<file path="config.mk">
export PLATFORM = sky130hd
export DESIGN_NAME = ram_sp_param
export DESIGN_NICKNAME = d
export VERILOG_FILES = /design/src/rtl/ram_pkg.sv /design/src/rtl/ram_clear_fsm.sv /design/src/rtl/ram_sp_param.sv
export SDC_FILE = /design/constraint.sdc
export NUM_CORES = 1
export LEC_CHECK = 0
export ABC_AREA = 0
export CELL_PAD_IN_SITES_DETAIL_PLACEMENT = 2
export CELL_PAD_IN_SITES_GLOBAL_PLACEMENT = 2
export CORE_ASPECT_RATIO = 0.7
export CORE_MARGIN = 2
export CORE_UTILIZATION = 45
export CTS_CLUSTER_SIZE = 20
export DETAILED_ROUTE_END_ITERATION = 7
export GPL_TIMING_DRIVEN = 1
export PLACE_DENSITY_LB_ADDON = 0.3
export SLEW_MARGIN = 20
export SYNTH_ARGS = -nofsm -noshare
export SYNTH_HDL_FRONTEND = slang
export SYNTH_SLANG_ARGS = --single-unit
</file>
<file path="constraint.sdc">
create_clock -name clk -period 3.45 [get_ports clk]
set_clock_uncertainty 0.05 [all_clocks]
set_input_delay 1.035 -clock clk [delete_from_list [all_inputs] [get_ports clk]]
set_output_delay 1.035 -clock clk [all_outputs]
set_load 0.01 [all_outputs]
</file>
<file path="src/rtl/ram_pkg.sv">
// ram_pkg: shared types and helpers for the single-port RAM block
package ram_pkg;
  typedef enum logic {INIT, RUN} state_t;
  function automatic int addr_w(input int depth);
    return depth <= 1 ? 1 : $clog2(depth);
  endfunction
  function automatic logic par_bit(input logic [7:0] b);
    return ^b;
  endfunction
endpackage

</file>
<file path="src/rtl/ram_clear_fsm.sv">
// ram_clear_fsm: INIT/RUN controller that zeroes every word once after reset
import ram_pkg::*;
module ram_clear_fsm #(
  parameter int DEPTH = 16,
  parameter int ADDR_W = addr_w(DEPTH)
) (
  input  logic              clk,
  input  logic              rst,
  output logic              clr_we,
  output logic [ADDR_W-1:0] clr_addr,
  output logic              ready,
  output logic              done
);
  state_t state;
  logic last;
  assign last = clr_addr == ADDR_W'(DEPTH - 1);
  assign clr_we = state == INIT && !rst;
  // walk the clear pointer across all words, then hand over to RUN
  always_ff @(posedge clk) begin
    if (rst) begin
      state    <= INIT;
      clr_addr <= '0;
      ready    <= 1'b0;
      done     <= 1'b0;
    end else if (state == INIT) begin
      clr_addr <= last ? '0 : clr_addr + 1'b1;
      state    <= last ? RUN : INIT;
      ready    <= last;
      done     <= last;
    end
  end
endmodule

</file>
<file path="src/rtl/ram_sp_param.sv">
// ram_sp_param: single-port byte-enable RAM with clear-on-reset; optional parity via RAM_SP_PARITY_EN
import ram_pkg::*;
module ram_sp_param #(
  parameter int DATA_W = 8,
  parameter int DEPTH = 16,
  localparam int ADDR_W = addr_w(DEPTH),
  localparam int NB = DATA_W / 8
) (
  input  logic              clk,
  input  logic              rst,
  input  logic              req_valid,
  output logic              req_ready,
  input  logic              req_we,
  input  logic [NB-1:0]     req_be,
  input  logic [ADDR_W-1:0] req_addr,
  input  logic [DATA_W-1:0] req_wdata,
  output logic              rsp_valid,
  output logic [DATA_W-1:0] rsp_rdata,
  output logic              rsp_err,
  output logic              rsp_perr,
  output logic              init_done
);
  logic [DATA_W-1:0] mem [DEPTH];
  logic              clr_we;
  logic [ADDR_W-1:0] clr_addr;
  logic              in_range, acc, wr, rd, perr_now;
  logic [DATA_W-1:0] rd_word;
  ram_clear_fsm #(.DEPTH(DEPTH), .ADDR_W(ADDR_W)) u_fsm (
    .clk(clk), .rst(rst), .clr_we(clr_we), .clr_addr(clr_addr),
    .ready(req_ready), .done(init_done)
  );
  assign in_range = 32'(req_addr) < DEPTH;
  assign acc      = req_valid && req_ready;
  assign wr       = acc && req_we && in_range;
  assign rd       = acc && !req_we;
  assign rd_word  = in_range ? mem[req_addr] : '0;
`ifdef RAM_SP_PARITY_EN
  logic [NB-1:0] par_mem [DEPTH];
  // flag any byte whose stored parity disagrees with its data
  always_comb begin
    perr_now = 1'b0;
    for (int i = 0; i < NB; i++)
      perr_now = perr_now | (in_range && par_bit(rd_word[8*i+:8]) != par_mem[req_addr][i]);
  end
  // clear or byte-merge data together with its per-byte parity
  always_ff @(posedge clk) begin
    if (clr_we) begin
      mem[clr_addr]     <= '0;
      par_mem[clr_addr] <= {NB{par_bit(8'h00)}};
    end else if (wr) begin
      for (int i = 0; i < NB; i++)
        if (req_be[i]) begin
          mem[req_addr][8*i+:8] <= req_wdata[8*i+:8];
          par_mem[req_addr][i]  <= par_bit(req_wdata[8*i+:8]);
        end
    end
  end
`else
  assign perr_now = 1'b0;
  // clear or byte-merge data
  always_ff @(posedge clk) begin
    if (clr_we)
      mem[clr_addr] <= '0;
    else if (wr)
      for (int i = 0; i < NB; i++)
        if (req_be[i]) mem[req_addr][8*i+:8] <= req_wdata[8*i+:8];
  end
`endif
  // one-cycle read response; data holds until the next read
  always_ff @(posedge clk) begin
    if (rst) begin
      rsp_valid <= 1'b0;
      rsp_rdata <= '0;
      rsp_err   <= 1'b0;
      rsp_perr  <= 1'b0;
    end else begin
      rsp_valid <= rd;
      rsp_err   <= rd && !in_range;
      rsp_perr  <= rd && perr_now;
      if (rd) rsp_rdata <= rd_word;
    end
  end
endmodule

</file>
**Yosys cells after proc, flatten, opt, wreduce, memory -nomap -nowiden**

Memory sizes are Yosys's and may differ from the RTL's. A register that Yosys moved wholly into a read port is not among the register bits.
Cells that the tools add are included.
W data, S select, Z words.

- Register bits after elaboration: 7
- Memory bits (writable): 128
- Input bits: 17
- Output and inout port bits: 13
- Word-level logic and storage cells: 27
- Memories: 1

Memories:

| name | words | width | rd ports | clocked after Yosys merged registers in | wr ports | line | text |
|---|---|---|---|---|---|---|---|
| mem | 16 | 8 | 1 | 1 | 1 | ram_sp_param.sv:23 | `logic [DATA_W-1:0] mem [DEPTH];` |

- Add/sub/neg operators: 1
- Equal/unequal tests: 1
- Mux-type cells: 12
- Bitwise gates (word level): 1
- Reduce and logical (&&, ||, !) cells: 7

Operator list:

| cell | number |
|---|---|
| $mux W1 | 9 |
| $mux W4 | 2 |
| $mux W8 | 1 |
| $reduce_or A8 Y1 | 1 |
| $add A4 B1 Y4 const B | 1 |
| $eq A4 B4 Y1 const B | 1 |
| $logic_and A1 B1 Y1 | 4 |
| $logic_not A1 Y1 | 2 |
| $not A1 Y1 | 1 |

**Depth between registers and ports, before layout**

Gate-level depths: netlist of the first run.

- Depth after elaboration: 7
- Depth in mapped cells: 8
- Mapped depth without buffers: 4

**Cells and area by module**

From an unflattened synthesis of the first run, not the netlist that was laid out.

- Cell total of the unflattened synthesis: 314
- Area total of the unflattened synthesis: 5786.8 µm²

By module, submodules not included:

| module | times used | cells each | area an instance (µm²) | sequential area each (µm²) |
|---|---|---|---|---|
| ram_sp_param | 1 | 288 | 5526.6 | 4023.9 |
| ram_clear_fsm | 1 | 26 | 260.2 | 120.1 |

**Least setup slack after synthesis of the first run**

Ideal clock, no wire load.

- Kind: input port to flip-flop
- From: in req_addr[0]
- To: mem mem[15][0], enable pin
- Library setup time: 0.370 ns
- Arrival time: 2.342 ns
- Data required time: 3.030 ns
- Setup slack: 0.688 ns
- Stages on the path: 7
- Path buffers: 4
- Path through: buf_6 -> buf_12 -> buf_12 -> buf_6 -> nand2_1 -> mux2_2 -> nor2_1

- Longest elaborated chain between the ends: 1

Ends and longest elaborated chain:

| item | line | text |
|---|---|---|
| start: declaration | ram_sp_param.sv:15 | `input logic [ADDR_W-1:0] req_addr,` |
| $mux W4 (no source line) | -- |  |
| end: declaration | ram_sp_param.sv:23 |  |

Every way passes these cells.

**Worst setup path in the final report of the first run**

- From: in req_we
- To: mem mem[2][5], enable pin

- Longest elaborated chain between the ends: 6
- Elaborated cells between the ends (all ways): 7
- Classes of those cells: mux: 5; reduce/logical: 2

Ends and longest elaborated chain:

| item | line | text |
|---|---|---|
| start: declaration | ram_sp_param.sv:13 | `input logic req_we,` |
| $logic_and A1 B1 Y1 * | ram_sp_param.sv:34 | `assign wr = acc && req_we && in_range;` |
| $mux W1 * | ram_sp_param.sv:64 | `else if (wr)` |
| $mux W1 * | ram_sp_param.sv:62 | `if (clr_we)` |
| $mux W1 (not written as such) * | ram_sp_param.sv:66 | `if (req_be[i]) mem[req_addr][8*i+:8] <= req_wdata[8*i+:8];` |
| $reduce_or A8 Y1 (no source line) | -- |  |
| $mux W4 (no source line) or $mux W1 (tied branches) | -- |  |

Every way passes the cells marked *; elsewhere a longest branch is shown, timed or not.

==> metrics, run 1 <==
#FFs+latches synth 143; cell accounting for the most synthesized area sky130_fd_sc_hd__edfxtp_1; Least-Margin Pin Slew 0.815 ns; part of the power in the clock network approximately 47%; Slew headroom 45.5%; Avg WL per Cell roughly 29 um; Maximum Capacitance Violations 0; post-cts repair resize count 0; aggregate global-route resource usage around 25%; area of the multi-input gates 0.00147 sq mm; fill cell count 1088; full die area 0.0138 sq mm; crit path cell chain clkdlybuf4s50_1, nand2_1, nor3_4, mux2i_1, nor2_1; critical path's largest stage delay roughly 0.7 ns; floorplan die height just under 100 um; first-pass GRT wire length 23800 um; WP data arrival 3.04 ns; switching power total 0.000853 W; H-tree depth reported by CTS 4; Ys Warns 0; gr ovfl total 0; cells after synthesis 316; count of vias placed by the detailed router 3211; post-layout minimum cycle time between 3 and 4 ns; detailed-router iteration count before antenna repair 4; core footprint 0.0125 sq mm; Placer Congestion 0.814; TNS Setup 0 ns; Met3 Wirelength 735 um; share of total power consumed by net switching 21.8%; synth top area cells sky130_fd_sc_hd__edfxtp_1 (66%), sky130_fd_sc_hd__mux4_2 (5.8%), sky130_fd_sc_hd__dfxtp_1 (5.2%); routed vias/inst 5.80; post-synth design cell area about 0.0058 sq mm; maximum clock insertion buffer count 2; clock latency on the worst-skew pair between 0.4 and 0.5 ns; area share of the largest cell type after synthesis 66.3%; crit start category input pin; aggregate routed wire length 16100 um; mean post-synth cell area 18.3 sq um; clock tree sinks roughly 140; Area growth, synth to finish 20.4%; hold path cells 2; number of nets in the layout between 300 and 400; sequential cell fraction of total power approximately 48%; design internal power 0.00305 W; effective utilization at floorplan a little under half; met2 WL post-DR 7940 um; Initial DRC Count 186; depth of the worst register-to-register path 4; via count of the first global-routing pass 3486; root buffer cell sky130_fd_sc_hd__clkbuf_16; number of antenna repair diodes 0; post-route fraction of the period consumed by the critical path about nine tenths; Max Used Layer met5; number of hold-slack violations in the final timing report 0; pin count of the biggest net entering global routing 30; worst hold-check path type reg2reg; count of unique library cells instantiated by Yosys 38; power per unit of standard cell area 560 mW/mm^2; number of ports placed on the die boundary 30; crit end category register; DRT antenna net count 0; utilization after layout about 56%; result of the run completed; setup-violating endpoint count in the final report 0; crit path max-delay cell type sky130_fd_sc_hd__nor2_1; total of buffers placed on input and output ports 27; fraction of layout instances using a drive strength above 1 between 20% and 30%; drt drc 0; maximum fanout along the worst path 8; WL met1 7240 um; area taken by flip-flops and latches 0.00414 sq mm; Setup Crit Path Kind in2reg; Static Leak 2.65 nW; worst path required time about 3.5 ns; final HPWL from detailed placement 9930 um; clk slew on worst S/H paths 0.06 ns; Comb pwr share 4.5%; number of slew-limit violations in the final report 0; initial antenna violation count 1; Inserted Clock Buffers 17; Setup Fix Bufs, Post-CTS 0; unrepaired setup endpoints after global routing false; sequential cell area fraction in the yosys report 71.5%; number of hold buffers added after cts 0; clock tree from TritonCTS yes; Die Wd 140 um; maximum clock frequency 329 MHz; Peak VDD IR 0.350 mV; Placement Rows 34
[critical path: cells and delay by family]
family        cells  cell delay, ns
buf+inv           1            0.54
mux               1            0.28
simple gates      3            1.17
[synthesized netlist by cell type]
master / instances
sky130_fd_sc_hd__a21oi_1: 3
sky130_fd_sc_hd__a22oi_1: 8
sky130_fd_sc_hd__a311oi_1: 1
sky130_fd_sc_hd__a31oi_1: 2
sky130_fd_sc_hd__a32oi_1: 11
sky130_fd_sc_hd__and2_1: 8
sky130_fd_sc_hd__and3_1: 1
sky130_fd_sc_hd__buf_12: 3
sky130_fd_sc_hd__buf_2: 2
sky130_fd_sc_hd__buf_4: 5
sky130_fd_sc_hd__buf_6: 2
sky130_fd_sc_hd__clkbuf_1: 3
sky130_fd_sc_hd__clkbuf_4: 1
sky130_fd_sc_hd__clkdlybuf4s25_2: 2
sky130_fd_sc_hd__conb_1: 1
sky130_fd_sc_hd__dfxtp_1: 15
sky130_fd_sc_hd__edfxtp_1: 128
sky130_fd_sc_hd__ha_1: 1
sky130_fd_sc_hd__inv_1: 2
sky130_fd_sc_hd__inv_2: 1
sky130_fd_sc_hd__mux2_2: 1
sky130_fd_sc_hd__mux2i_1: 28
sky130_fd_sc_hd__mux4_1: 9
sky130_fd_sc_hd__mux4_2: 15
sky130_fd_sc_hd__nand2_1: 4
sky130_fd_sc_hd__nand2_2: 1
sky130_fd_sc_hd__nand2b_1: 8
sky130_fd_sc_hd__nand2b_4: 1
sky130_fd_sc_hd__nor2_1: 24
sky130_fd_sc_hd__nor2b_1: 7
sky130_fd_sc_hd__nor3_1: 4
sky130_fd_sc_hd__nor3_4: 1
sky130_fd_sc_hd__nor4_2: 1
sky130_fd_sc_hd__o21ai_0: 1
sky130_fd_sc_hd__o21ai_1: 8
sky130_fd_sc_hd__o21ba_2: 1
sky130_fd_sc_hd__or3_1: 1
sky130_fd_sc_hd__xnor2_1: 1
[cells in the final DEF, fill, tap and decap left out, types with 2 or more instances in the layout]
| cell | instances |
|---|---|
| sky130_fd_sc_hd__a21oi_1 | 3 |
| sky130_fd_sc_hd__dfxtp_1 | 15 |
| sky130_fd_sc_hd__o21ai_1 | 8 |
| sky130_fd_sc_hd__clkinvlp_4 | 2 |
| sky130_fd_sc_hd__mux4_1 | 9 |
| sky130_fd_sc_hd__buf_4 | 32 |
| sky130_fd_sc_hd__clkbuf_1 | 2 |
| sky130_fd_sc_hd__conb_1 | 2 |
| sky130_fd_sc_hd__a31oi_1 | 2 |
| sky130_fd_sc_hd__buf_12 | 2 |
| sky130_fd_sc_hd__nor3_1 | 4 |
| sky130_fd_sc_hd__edfxtp_1 | 128 |
| sky130_fd_sc_hd__a32oi_1 | 11 |
| sky130_fd_sc_hd__a22oi_1 | 8 |
| sky130_fd_sc_hd__inv_1 | 2 |
| sky130_fd_sc_hd__clkbuf_16 | 21 |
| sky130_fd_sc_hd__nor2b_1 | 7 |
| sky130_fd_sc_hd__inv_4 | 2 |
| sky130_fd_sc_hd__nand2_1 | 4 |
| sky130_fd_sc_hd__clkinv_4 | 3 |
| sky130_fd_sc_hd__clkdlybuf4s50_1 | 26 |
| sky130_fd_sc_hd__mux2i_1 | 28 |
| sky130_fd_sc_hd__and2_1 | 8 |
| sky130_fd_sc_hd__nor2_1 | 24 |
| sky130_fd_sc_hd__nand2b_1 | 8 |
| sky130_fd_sc_hd__mux4_2 | 15 |
[registers in the layout, summed over array words and instances, names as in the netlist]
name	flops
rsp_valid	1
u_fsm.done	1
rsp_rdata	8
mem	128
u_fsm.clr_addr	4
u_fsm.state	1
[per-layer routing]
| layer | track usage [%] | vias to the layer above |
|---|---|---|
| li1 | - | 1388 |
| met1 | 34.1 | 1718 |
| met4 | 5.92 | 2 |
| met3 | 5.83 | 17 |
| met2 | 40.7 | 86 |
| met5 | 0 | - |
[per-stage QoR]
stage	cell area (sq um)	instances	total power (W)	hold WS, ns	setup slack (ns)
finish	6980	554	0.00391	0.448	0.410
floorplan	5800	317	0.00203	0.455	0.688
global placement	6380	522	0.00209	0.425	0.0945
CTS	6980	554	0.00393	0.453	0.367
detailed placement	6380	522	0.00210	0.438	-0.0770
global route	6980	554	0.00401	0.468	0.281
[power groups by stage]
stage	Combinational (W)	Sequential, W	Clock (W)
6_report	0.000177	0.00189	0.00184
3_3_place_gp	0.000164	0.00193	0
2_1_floorplan	0.000110	0.00192	0
4_1_cts	0.000178	0.00189	0.00186
5_1_grt	0.000188	0.00189	0.00192
3_5_place_dp	0.000172	0.00193	0
[cells by family after synthesis]
logic type	Yosys count	synth area share, %
fa+ha+maj	1	0.216
compound gates	35	4.28
xor+xnor	1	0.151
flops	143	71.5
mux	53	14.9
buf+inv	21	3.11
other cells	1	0.0647
simple gates	61	5.70
[cell type report]
cell class	count	area share (%)
clock buffers	23	7.64
clock inverters	9	0.968
inverters	3	0.161
multi-input cells	153	21.1
flip-flops and latches	143	59.4
well taps	162	2.91
repair buffers	61	7.82
[final timing paths]
| kind | from | to | slack (ns) |
|---|---|---|---|
| min reg2reg | rsp_rdata[6] | rsp_rdata[6] | 0.45 |
| max reg2reg | u_fsm.state | mem[2][5] | 1.03 |
| min | rsp_rdata[6] | rsp_rdata[6] | 0.45 |
| max | req_we | mem[2][5] | 0.41 |
Power figures use the tool's default switching activity.
==> inputs of run 2 (changes only) <==
--- a/config.mk
+++ b/config.mk
@@ -9,11 +9,11 @@
 export CELL_PAD_IN_SITES_DETAIL_PLACEMENT = 2
 export CELL_PAD_IN_SITES_GLOBAL_PLACEMENT = 2
 export CORE_ASPECT_RATIO = 0.7
-export CORE_MARGIN = 2
 export CORE_UTILIZATION = 45
 export CTS_CLUSTER_SIZE = 20
 export DETAILED_ROUTE_END_ITERATION = 7
 export GPL_TIMING_DRIVEN = 1
+export MAX_ROUTING_LAYER = met4
 export PLACE_DENSITY_LB_ADDON = 0.3
 export SLEW_MARGIN = 20
 export SYNTH_ARGS = -nofsm -noshare
==> metrics, run 2 (synthesis results as in run 1) <==
critical path's top delay family buffers and inverters; capturing point of the worst reg2reg path mem[4][4]; Placer Congestion 0.839; via count of the first global-routing pass 3549; number of nets in the layout 398; design internal power 0.00304 W; clk slew on worst S/H paths roughly 0.06 ns; cell with the most instances on the worst path sky130_fd_sc_hd__buf_4; pin count of the biggest net entering global routing 17; detailed-router iteration count before antenna repair 5; number of slew-limit violations in the final report 0; number of hold buffers added after cts 0; Avg WL per Cell ~30 um; initial antenna violation count 0; share of total power consumed by net switching 21.5%; Die Wd 138 um; Cell Count, Final, Fillers Out between 500 and 600; register ranked first by flip-flop count mem; largest registers mem x128, rsp_rdata x8, u_fsm.clr_addr x4; Slew headroom 49.6%; first-pass GRT wire length 24300 um; gr ovfl total 0; Peak VDD IR 0.421 mV; Least-Margin Pin Slew 0.753 ns; number of cells after detailed placement 523; sequential cell fraction of total power 48.9%; critical path depth 7; post-cts repair resize count 0; clock latency on the worst-skew pair 0.42 ns; part of the power in the clock network 46.8%; effective utilization at floorplan 46.5%; post-layout minimum cycle time 2.97 ns; endpoint of the most critical setup path mem[4][4]; worst hold-check path type reg2reg; TNS Setup 0 ns; crit path cell chain clkdlybuf4s50_1, nand2_1, nor3_4, buf_4, mux2i_1, nor2_1, buf_4; Static Leak around 2.6 nW; aggregate routed wire length 16600 um; post-route fraction of the period consumed by the critical path between 80% and 90%; power per unit of standard cell area between 500 and 600 mW/mm^2; Area growth, synth to finish 19.8%; Maximum Capacitance Violations 0; Final Total Pwr between 0.003 and 0.004 W; switching power total 0.000834 W; unrepaired setup endpoints after global routing false; WP data arrival 3.08 ns; flip-flop count of the largest register after layout 128; Inserted Clock Buffers 17; drt drc 0; clock tree sinks 143; Worst Slack Setup Final 0.485 ns; crit start category input pin; floorplan die height between 90 and 100 um; Setup Fix Bufs, Post-CTS 0; setup-violating endpoint count in the final report 0; clock tree from TritonCTS yes; critical path's largest stage delay 0.58 ns; maximum clock insertion buffer count 2; startpoint of the worst-slack reg-to-reg timing path u_fsm.state; number of hold-slack violations in the final timing report 0; total of buffers placed on input and output ports 27; critical path launch point req_we; Placement Rows 34; H-tree depth reported by CTS 4; most frequent standard cell in the layout excluding fill and tap cells sky130_fd_sc_hd__edfxtp_1; Comb pwr share between 4 and 5%; depth of the worst register-to-register path 6; post-placement worst setup slack 0.146 ns; aggregate global-route resource usage 28.0%; maximum clock frequency 337 MHz; final HPWL from detailed placement about 11000 um; crit end category register; count of vias placed by the detailed router between 3000 and 4000; core footprint 0.0125 sq mm; CP Buf/Inv Count 3; Initial DRC Count approximately 220; routed vias/inst 5.82; number of antenna repair diodes 0; worst path required time 3.57 ns; full die area 0.0133 sq mm; Register-to-Register Setup Slack around 1.0 ns; Setup Crit Path Kind in2reg; maximum fanout along the worst path 9; number of ports placed on the die boundary 30; crit path max-delay cell type sky130_fd_sc_hd__mux2i_1; root buffer cell sky130_fd_sc_hd__clkbuf_16; result of the run completed; DRT antenna net count 0; fraction of layout instances using a drive strength above 1 22.4%; utilization after layout roughly 56%; commonest non-fill, non-tap cells in the layout sky130_fd_sc_hd__edfxtp_1 (128), sky130_fd_sc_hd__buf_4 (35), sky130_fd_sc_hd__mux2i_1 (28)
run 2: power by group through the flow:
stage | clock network, W | registers [W] | logic, W
finish | 0.00181 | 0.00189 | 0.000168
detailed placement | 0 | 0.00193 | 0.000166
global placement | 0 | 0.00193 | 0.000158
floorplan | 0 | 0.00192 | 0.000110
CTS | 0.00184 | 0.00189 | 0.000169
global route | 0.00190 | 0.00189 | 0.000180
run 2: through the flow:
stage               instance area [sq um]  hold WS, ns
global route                         6940        0.468
CTS                                  6940        0.449
global placement                     6360        0.418
detailed placement                   6360        0.431
finish                               6940        0.447
floorplan                            5800        0.455
run 2: area by class of cell:
class,count,area [sq um]
Multi-Input combinational cell,153,1470
Inverter,3,11.3
Clock buffer,20,447
Tap cell,162,203
Clock inverter,12,135
Fill cell,1042,5520
Timing Repair Buffer,62,528
Sequential cell,143,4140
run 2: how the worst min path moves through the flow:
stage | start | endpoint | slack, ns | depth (start not counted)
global route | rsp_rdata[4] | rsp_rdata[4] | 0.47 | 2
finish | rsp_rdata[3] | rsp_rdata[3] | 0.45 | 2
global placement | rsp_rdata[3] | rsp_rdata[3] | 0.42 | 2
CTS | rsp_rdata[3] | rsp_rdata[3] | 0.45 | 2
detailed placement | rsp_rdata[3] | rsp_rdata[3] | 0.43 | 2
floorplan | u_fsm.clr_addr[3] | u_fsm.clr_addr[3] | 0.45 | 2
run 2: routing by layer:
metal  GRT usage, %  part of all wire (%)  up-vias
met3           5.87                   5.2       18
met2           41.1                    48       93
li1               -                     -     1391
met1           38.9                    46     1730
met4           9.21                   1.4        0
met5              -                     0        -
run 2: worst register-to-register path, delay by kind of cell, from the launching register on:
family	cells	cell delay, ns
buf+inv	2	0.44
flops	1	0.60
mux	1	0.58
simple gates	3	0.50
